$ cat src/rtl/order_tx_pkg.sv
// Shared constants, types and FSM encoding for the order TX framer.
package order_tx_pkg;

  localparam int          FRAME_WORDS   = 15;
  localparam logic [15:0] ETH_TYPE_IPV4 = 16'h0800;
  localparam logic [7:0]  IP_VER_IHL    = 8'h45;
  localparam logic [7:0]  IP_TOS        = 8'h00;
  localparam logic [7:0]  IP_PROTO_UDP  = 8'h11;
  localparam logic [15:0] IP_FLAGS_DF   = 16'h4000;
  localparam logic [15:0] IP_TOTAL_LEN  = 16'd46;
  localparam logic [15:0] UDP_LEN       = 16'd26;
  localparam logic [15:0] UDP_CSUM      = 16'h0000;
  localparam logic [7:0]  SIDE_BUY      = 8'h42;
  localparam logic [7:0]  SIDE_SELL     = 8'h53;

  typedef enum logic [1:0] {
    IDLE = 2'd0,
    CSUM = 2'd1,
    SEND = 2'd2
  } state_t;

  typedef struct packed {
    logic [31:0] id;
    logic [31:0] price;
    logic [31:0] qty;
    logic        is_buy;
    logic [7:0]  mtype;
  } order_t;

  function automatic logic [7:0] side_byte(input logic is_buy);
    return is_buy ? SIDE_BUY : SIDE_SELL;
  endfunction

endpackage

$ cat src/rtl/ipv4_csum.sv
// Ones-complement fold of a raw 16-bit-word sum into a final IPv4 header checksum.
module ipv4_csum (
  input  logic [19:0] raw_sum,
  output logic [15:0] csum
);

  logic [16:0] fold1;
  logic [15:0] fold2;

  // Two end-around carry folds are enough for a sum of ten 16-bit words.
  assign fold1 = {1'b0, raw_sum[15:0]} + {13'd0, raw_sum[19:16]};
  assign fold2 = fold1[15:0] + {15'd0, fold1[16]};
  assign csum  = ~fold2;

endmodule

$ cat src/rtl/order_tx_framer.sv
// Serializes one order per handshake into a 60-byte Eth/IPv4/UDP frame on a
// 32-bit AXI-Stream (15 beats). Optional qty limiting: ORDER_TX_QTY_LIMIT_EN.
module order_tx_framer
  import order_tx_pkg::*;
#(
  parameter logic [47:0] DST_MAC  = 48'h01005E000001,
  parameter logic [47:0] SRC_MAC  = 48'h020000000001,
  parameter logic [31:0] SRC_IP   = 32'h0A000001,
  parameter logic [31:0] DST_IP   = 32'h0A000002,
  parameter logic [15:0] SRC_PORT = 16'h9C40,
  parameter logic [15:0] DST_PORT = 16'h7531,
  parameter logic [7:0]  TTL      = 8'd64,
  parameter logic [31:0] MAX_QTY  = 32'd1000000
) (
  input  logic        clk,
  input  logic        rst_n,
  input  logic        s_order_valid,
  output logic        s_order_ready,
  input  logic [31:0] s_order_id,
  input  logic [31:0] s_order_price,
  input  logic [31:0] s_order_qty,
  input  logic        s_order_is_buy,
  input  logic [7:0]  s_order_type,
  output logic [31:0] m_axis_tdata,
  output logic        m_axis_tvalid,
  output logic        m_axis_tlast,
  input  logic        m_axis_tready,
  output logic [31:0] tx_seq,
  output logic        order_rejected
);

`ifdef ORDER_TX_QTY_LIMIT_EN
  localparam bit QTY_LIMIT_EN = 1'b1;
`else
  localparam bit QTY_LIMIT_EN = 1'b0;
`endif

  state_t      state, state_nxt;
  order_t      ord_q;
  logic [31:0] seq_q, tx_seq_q;
  logic [15:0] csum_q, csum_w;
  logic [19:0] raw_sum;
  logic [3:0]  idx_q;
  logic        run_q, rej_q;
  logic        hs, drop, beat, last_beat;
  logic [31:0] word;

  assign s_order_ready  = run_q && (state == IDLE);
  assign hs             = s_order_valid && s_order_ready;
  assign drop           = hs && QTY_LIMIT_EN && ((s_order_qty == 32'd0) || (s_order_qty > MAX_QTY));
  assign m_axis_tvalid  = (state == SEND);
  assign beat           = m_axis_tvalid && m_axis_tready;
  assign last_beat      = beat && (idx_q == 4'(FRAME_WORDS - 1));
  assign m_axis_tlast   = m_axis_tvalid && (idx_q == 4'(FRAME_WORDS - 1));
  assign m_axis_tdata   = m_axis_tvalid ? word : 32'd0;
  assign tx_seq         = tx_seq_q;
  assign order_rejected = rej_q;

  // Raw header sum; the ident word is the sequence number latched with the order.
  assign raw_sum = 20'({IP_VER_IHL, IP_TOS}) + 20'(IP_TOTAL_LEN) + 20'(seq_q[15:0])
                 + 20'(IP_FLAGS_DF) + 20'({TTL, IP_PROTO_UDP})
                 + 20'(SRC_IP[31:16]) + 20'(SRC_IP[15:0])
                 + 20'(DST_IP[31:16]) + 20'(DST_IP[15:0]);

  ipv4_csum u_csum (
    .raw_sum (raw_sum),
    .csum    (csum_w)
  );

  // Next-state logic.
  always_comb begin
    state_nxt = state;
    case (state)
      IDLE:    if (hs && !drop) state_nxt = CSUM;
      CSUM:    state_nxt = SEND;
      SEND:    if (last_beat) state_nxt = IDLE;
      default: state_nxt = IDLE;
    endcase
  end

  // State register; run_q holds ready low for the reset cycle itself.
  always_ff @(posedge clk or negedge rst_n) begin
    if (!rst_n) begin
      state <= IDLE;
      run_q <= 1'b0;
    end else begin
      state <= state_nxt;
      run_q <= 1'b1;
    end
  end

  // Order capture, checksum stage, beat index, sequence and reject pulse.
  always_ff @(posedge clk or negedge rst_n) begin
    if (!rst_n) begin
      ord_q    <= '0;
      seq_q    <= '0;
      csum_q   <= '0;
      idx_q    <= '0;
      tx_seq_q <= '0;
      rej_q    <= 1'b0;
    end else begin
      rej_q <= drop;
      if (hs) begin
        ord_q <= '{id: s_order_id, price: s_order_price, qty: s_order_qty,
                   is_buy: s_order_is_buy, mtype: s_order_type};
        seq_q <= tx_seq_q;
      end
      if (state == CSUM) begin
        csum_q <= csum_w;
        idx_q  <= '0;
      end else if (beat) begin
        idx_q <= idx_q + 4'd1;
      end
      if (last_beat) tx_seq_q <= seq_q + 32'd1;
    end
  end

  // Word map; everything comes from registers so data holds through stalls.
  always_comb begin
    word = 32'd0;
    case (idx_q)
      4'd0:  word = DST_MAC[47:16];
      4'd1:  word = {DST_MAC[15:0], SRC_MAC[47:32]};
      4'd2:  word = SRC_MAC[31:0];
      4'd3:  word = {ETH_TYPE_IPV4, IP_VER_IHL, IP_TOS};
      4'd4:  word = {IP_TOTAL_LEN, seq_q[15:0]};
      4'd5:  word = {IP_FLAGS_DF, TTL, IP_PROTO_UDP};
      4'd6:  word = {csum_q, SRC_IP[31:16]};
      4'd7:  word = {SRC_IP[15:0], DST_IP[31:16]};
      4'd8:  word = {DST_IP[15:0], SRC_PORT};
      4'd9:  word = {DST_PORT, UDP_LEN};
      4'd10: word = {UDP_CSUM, ord_q.mtype, side_byte(ord_q.is_buy)};
      4'd11: word = ord_q.id;
      4'd12: word = ord_q.price;
      4'd13: word = ord_q.qty;
      4'd14: word = seq_q;
      default: word = 32'd0;
    endcase
  end

endmodule
$ cat config.mk
export PLATFORM = sky130hd
export DESIGN_NAME = order_tx_framer
export DESIGN_NICKNAME = d
export VERILOG_FILES = /design/src/rtl/order_tx_pkg.sv /design/src/rtl/ipv4_csum.sv /design/src/rtl/order_tx_framer.sv
export SDC_FILE = /design/constraint.sdc
export NUM_CORES = 1
export LEC_CHECK = 0
export BUFFER_PORTS_ARGS = -buffer_cell sky130_fd_sc_hd__buf_2
export CAP_MARGIN = 20
export CORE_MARGIN = 2
export CORE_UTILIZATION = 45
export DETAILED_ROUTE_END_ITERATION = 10
export GPL_ROUTABILITY_DRIVEN = 0
export PLACE_DENSITY = 0.66
export REMOVE_ABC_BUFFERS = 1
export SLEW_MARGIN = 20
export SYNTH_ARGS = -nofsm -noshare
export SYNTH_HDL_FRONTEND = slang
export SYNTH_SLANG_ARGS = --single-unit
$ cat constraint.sdc
create_clock -name clk -period 6.8 [get_ports clk]
set_input_delay 0.34 -clock clk [delete_from_list [all_inputs] [get_ports clk]]
set_output_delay 0.34 -clock clk [all_outputs]
set_load 0.02 [all_outputs]
[After elaboration in Yosys (flattened, before gate mapping)]
Index checks and enable logic that the tools add are counted.
Storage, ports and cells
  register bits: 192
  bits in latches: 0
  bits in writable memories: 0
  bits in read-only memories: 0
  input bits: 109
  output and inout port bits: 68
  word-level logic and storage cells: 58
  memories: 0
Operators by class
  add/sub/neg operators: 11
  $mul: 0
  divide/modulo/power cells: 0
  $lt $le $gt $ge: 0
  equal/unequal tests: 18
  shift-type cells: 0
  multiplexer cells: 8
  bitwise logic cells: 1
  reduce and logical (&&, ||, !) cells: 9
Operators with widths (number)
  $pmux 32 s15: 1
  $add 32x1->32 const B: 1
  $mux 32: 1
  $eq 4x4->1 const B: 7
  $add 19x12->20 const B: 1
  $add 20x1->20 const B: 1
  $add 20x12->20 const B: 1
  $add 20x2->20 const B: 1
  $add 18x15->19 const B: 1
  $add 17x15->18 const B: 1
  $add 15x16->17 const A: 1
  $add 16x4->17: 1
  $add 16x1->16: 1
  $eq 4x3->1 const B: 4
  $not 16->16: 1
  $eq 4x2->1 const B: 2
  $mux 4: 2
  $pmux 2 s3: 1
  $logic_and 1x1->1: 5
  $mux 5: 1
  $add 4x1->4 const B: 1
  $eq 4x1->1 const B: 1
  $logic_not 4->1: 1
  $mux 2: 2
  7 further kinds: 7

[Logic depth before layout (Yosys ltp)]
  depth in word-level cells: 10
  gate-level depth with buffers: 21
  mapped depth without buffers: 20

[By module]
From an unflattened synthesis, not the netlist that was laid out.
Second synthesis, totals
  cells, all modules: 940
  area total of the unflattened synthesis: 10535.1 um^2
Modules (own cells, without submodules)
  order_tx_framer: instances 1, cells each 816, area each 9605.5 um^2, seq. area each 4804.6 um^2
  ipv4_csum: instances 1, cells each 124, area each 929.6 um^2, seq. area each 0.0 um^2

[Worst setup path after synthesis]
OpenSTA, ideal clock, no wires.
  path kind: register to register
  start point: register seq_q[1]
  end point: register csum_q[15]
  library setup time: 0.069 ns
  arrival: 4.922 ns
  required time: 6.731 ns
  slack: 1.808 ns
  cell stages (with the launch flop): 21
  path buffers: 1
  clock period less this slack: 4.992 ns
  cells stage by stage: dfrtp_1 -> buf_2 -> nand2_1 -> o21ai_0 -> a21oi_1 -> a21boi_0 -> or3_1 -> ha_1 -> ha_1 -> nor2b_1 -> o21a_1 -> o311ai_0 -> or4_1 -> nor4_1 -> ha_1 -> and3_1 -> nor3b_1 -> nand3_1 -> or4_4 -> or4_1 -> nand3_1
Between the ends
  cells in the longest elaborated chain, start to end: 10
RTL lines
  start, declared: line order_tx_framer.sv:40  | logic [31:0] seq_q, tx_seq_q;
  start signal, assigned: line order_tx_framer.sv:106  | seq_q <= tx_seq_q;
  $add 15x16->17: line order_tx_framer.sv:60  | assign raw_sum = 20'({IP_VER_IHL, IP_TOS}) + 20'(IP_TOTAL_LEN) + 20'(seq_q[15:0])
  $add 17x15->18: line order_tx_framer.sv:61  | + 20'(IP_FLAGS_DF) + 20'({TTL, IP_PROTO_UDP})
  $add 18x15->19: line order_tx_framer.sv:61
  $add 19x12->20: line order_tx_framer.sv:62  | + 20'(SRC_IP[31:16]) + 20'(SRC_IP[15:0])
  $add 20x1->20: line order_tx_framer.sv:62
  $add 20x12->20: line order_tx_framer.sv:63  | + 20'(DST_IP[31:16]) + 20'(DST_IP[15:0]);
  $add 20x2->20: line order_tx_framer.sv:63
  $add 16x4->17: line ipv4_csum.sv:11  | assign fold1 = {1'b0, raw_sum[15:0]} + {13'd0, raw_sum[19:16]};
  $add 16x1->16: line ipv4_csum.sv:12  | assign fold2 = fold1[15:0] + {15'd0, fold1[16]};
  $not 16->16: line ipv4_csum.sv:13  | assign csum = ~fold2;
  end signal, assigned: line order_tx_framer.sv:109  | csum_q <= csum_w;
  end, declared: line order_tx_framer.sv:41  | logic [15:0] csum_q, csum_w;
Every way passes these cells.
A chain may end at the register's enable or synchronous reset.

[Worst setup path in the final report]
  start point: register seq_q[2]
  end point: register csum_q[15]
The elaborated chain is that of the path after synthesis.

==> impl_metrics.toml <==
[run_status]
outcome = "finished clean"

[sta]
max_slew_margin_pct = 29.6
rsz0062_at_grt = "no"
timing.final.crit_share_pct = 89.4
setup_tns_ns = 0
timing.hold.ws_ns = 0.0622
fin_skew_ns = 0.00977
worstMarginPinSlew_ns = 1.05
fmax_mhz = 165
maxSlewViolCount = 0
min_period_ns = 6.08
setup_viol = 0
hold_violations = 0
fin_ws_ns = 0.721

[clock_tree]
postCtsHoldBufs = 0
htree_levels = 4
insertion_delay_ns = 0.44
cts_made_buffers = 17
clk_path_buf_depth = 2
clk_pin_slew_ns = 0.07
cts_resized = 0
cts_tree = "built"
clock-root-buffer = "clkbuf_16"
cts_sinks = 192
cts_setup_buffers = 0

[layout]
fill_cells = 1983
nets = 1208
design_area_um2 = 11700
layout-area-overhead-vs-synth_pct = 16.1
mostFrequentLayoutCell = "dfrtp_1"
drive_gt1_share_pct = 33.0
finalNonFillerCells = 1382
postLayoutCoreUtil_pct = 53.3
final_cell_mix = "192 x dfrtp_1, 174 x buf_2, 132 x mux2_2"

[synthesis]
synth.avg_cell_area_um2 = 10.5
synth_xor_area_share_pct = 5.39
synthAdderAreaFrac_pct = 1.37
synth_edf_count = 0
yosys_warnings = 0
synth_top_family_by_area = "compound AO/OA/AOI/OAI gates"
yosysUniqueCellTypes = 68
netlist_instances = 961
synth.area.mux_share_pct = 14.9
yosysSeqAreaShare_pct = 47.8
synth_top_area_share_pct = 47.8
ys_ff_latch = 192
yosys.area_share.simple_pct = 11.8
yosys-top-cells-area = "dfrtp_1 48%, mux2_2 15%, nand2_1 4.0%"
synth_largest_area_cell = "dfrtp_1"
async_flop_share_pct = 100
syn_area_um2 = 10000
synthFlopType = "dfrtp_1"
synth_compound_area_share_pct = 15.1

[global_route]
grt_antenna_before_repair = 3
grt_max_degree = 122
grt_pass1_wl_um = 43700
grt-ovfl-total = 0
grt_pass1_vias = 7864
grt_usage_pct = 23.5

[power]
power_density_nw_per_um2 = 355
p_clk_share_pct = 25.1
leakagePower_nw = 5.03
combPwrFrac_pct = 31.2
intPower_mw = 2.65
p_sw_share_pct = 36.0
worst_ir_drop_vdd_v = 0.000180
total_power_mw = 4.14
p_sw_mw = 1.49
power_frac_seq_pct = 43.7

[floorplan]
initial_core_util_pct = 45.9
core_um2 = 21900
dieArea_um2 = 23500
top_level_ports = 177
fp.dieH_um = 153
rows = 54
die_w_um = 153

[critical_path]
crit_path_end_kind = "flip-flop"
crit_top_cell = "ha_1"
cp_cell_sequence = "nand2_1 > o21ai_0 > a21oi_1 > a21boi_0 > or3_1 > ha_1 > ha_1 > nor2b_1 > o21a_1 > o311ai_0 > or4_1 > nor4_1 > ha_1 > and3_1 > nor3b_1 > nand3_1 > or4_4 > or4_1 > nand3_1"
crit_required_ns = 7.17
worst-setup-path-type = "reg2reg"
cpMaxStageDelayCell = "dfrtp_1"
crit_path_max_incr_delay_ns = 0.67
arrival_ns = 6.45
worst_setup_path_start_kind = "flip-flop"
crit_fanout = 16

[detailed_routing]
firstDrtPassIters = 5
first_iter_violations = 675
totalWireLength_um = 27500
routedWlPerCell_um = 19.9
num_vias = 7944
drc = 0
drtAntennaViolNets = 0
vias_per_cell = 5.75

[place]
place_area_um2 = 11100
io_buffer_count = 175
dpl.hpwl_um = 19100
dp.cells = 1349
pre_cts_slack_ns = 0.869

[worst_hold_path]
hold_class = "in2async"

[flow_run]
maxCapViolations = 0
## sequential cells by signal (all words and copies together) (netlist names)
name	cells
run_q	1
seq_q	32
csum_q	16
state	2
tx_seq	32
idx_q	4
ord_q	105
## critical path, delay by kind of cell, from the launching register on
family,cells,cell delay [ns]
AOI/OAI and AO/OA,5,1.22
DFF,1,0.67
and+or+nand+nor,11,3.50
adders and majority gates,3,0.63
## cells by family (layout without fill, tap and decap cells)
logic type / count (synthesis) / after routing
xor gates and xnor gates: 61 / 61
adders and majority gates: 11 / 11
and+or+nand+nor: 244 / 244
muxes: 133 / 133
buffers and inverters: 89 / 229
AOI/OAI and AO/OA: 229 / 229
DFF: 192 / 192
other: 2 / 3
## synth_stat cells, drive strengths merged, types with 10 or more instances
cell type / instances
a22oi: 33
nor3: 10
buf: 16
and3: 13
nand4: 11
o21ai: 72
nor2: 31
a21oi: 36
xor2: 26
mux2: 132
dfrtp: 192
ha: 11
xnor2: 35
inv: 13
clkbuf: 59
a31oi: 22
nand3: 36
nand2: 106
## layer usage
layer,vias up,wire length [um],track usage [%]
met1,3875,11800,31.7
met5,-,11,0
met4,2,556,6.55
met2,291,13000,37.8
li1,3745,-,-
met3,31,2130,6.04
## layout make-up
| type | instances | area [um^2] | share of cell area, % |
|---|---|---|---|
| Inverter | 14 | 52.6 | 0.450 |
| Sequential cell | 192 | 4800 | 41.2 |
| Multi-Input combinational cell | 680 | 4910 | 42.1 |
| Timing Repair Buffer | 183 | 945 | 8.10 |
| Antenna cell | 1 | 2.50 | 0.0214 |
| Clock buffer | 18 | 429 | 3.68 |
| Tap cell | 280 | 350 | 3.00 |
| Clock inverter | 14 | 175 | 1.50 |
## final timing paths
kind                            slack (ns)  cells past startpoint         end      startpoint
worst max-delay path                  0.72                     19  csum_q[15]        seq_q[2]
worst min-delay path                  0.06                      1   seq_q[20]           rst_n
worst max register to register        0.72                     19  csum_q[15]        seq_q[2]
worst min register to register        0.48                      2   csum_q[2]       csum_q[2]
max in group asynchronous             5.27                      2   csum_q[0]           rst_n
min in group clk                      0.12                      3    ord_q[8]  s_order_is_buy
## power by group through the flow
stage | logic, mW | registers, mW | clock network (mW)
final | 1.29 | 1.81 | 1.04
after global routing | 1.42 | 1.86 | 1.10
after CTS | 1.30 | 1.81 | 1.05
after detailed placement | 1.29 | 1.83 | 0
after global placement | 1.27 | 1.81 | 0
after floorplan | 0.874 | 1.79 | 0
Power figures use the tool's default switching activity.
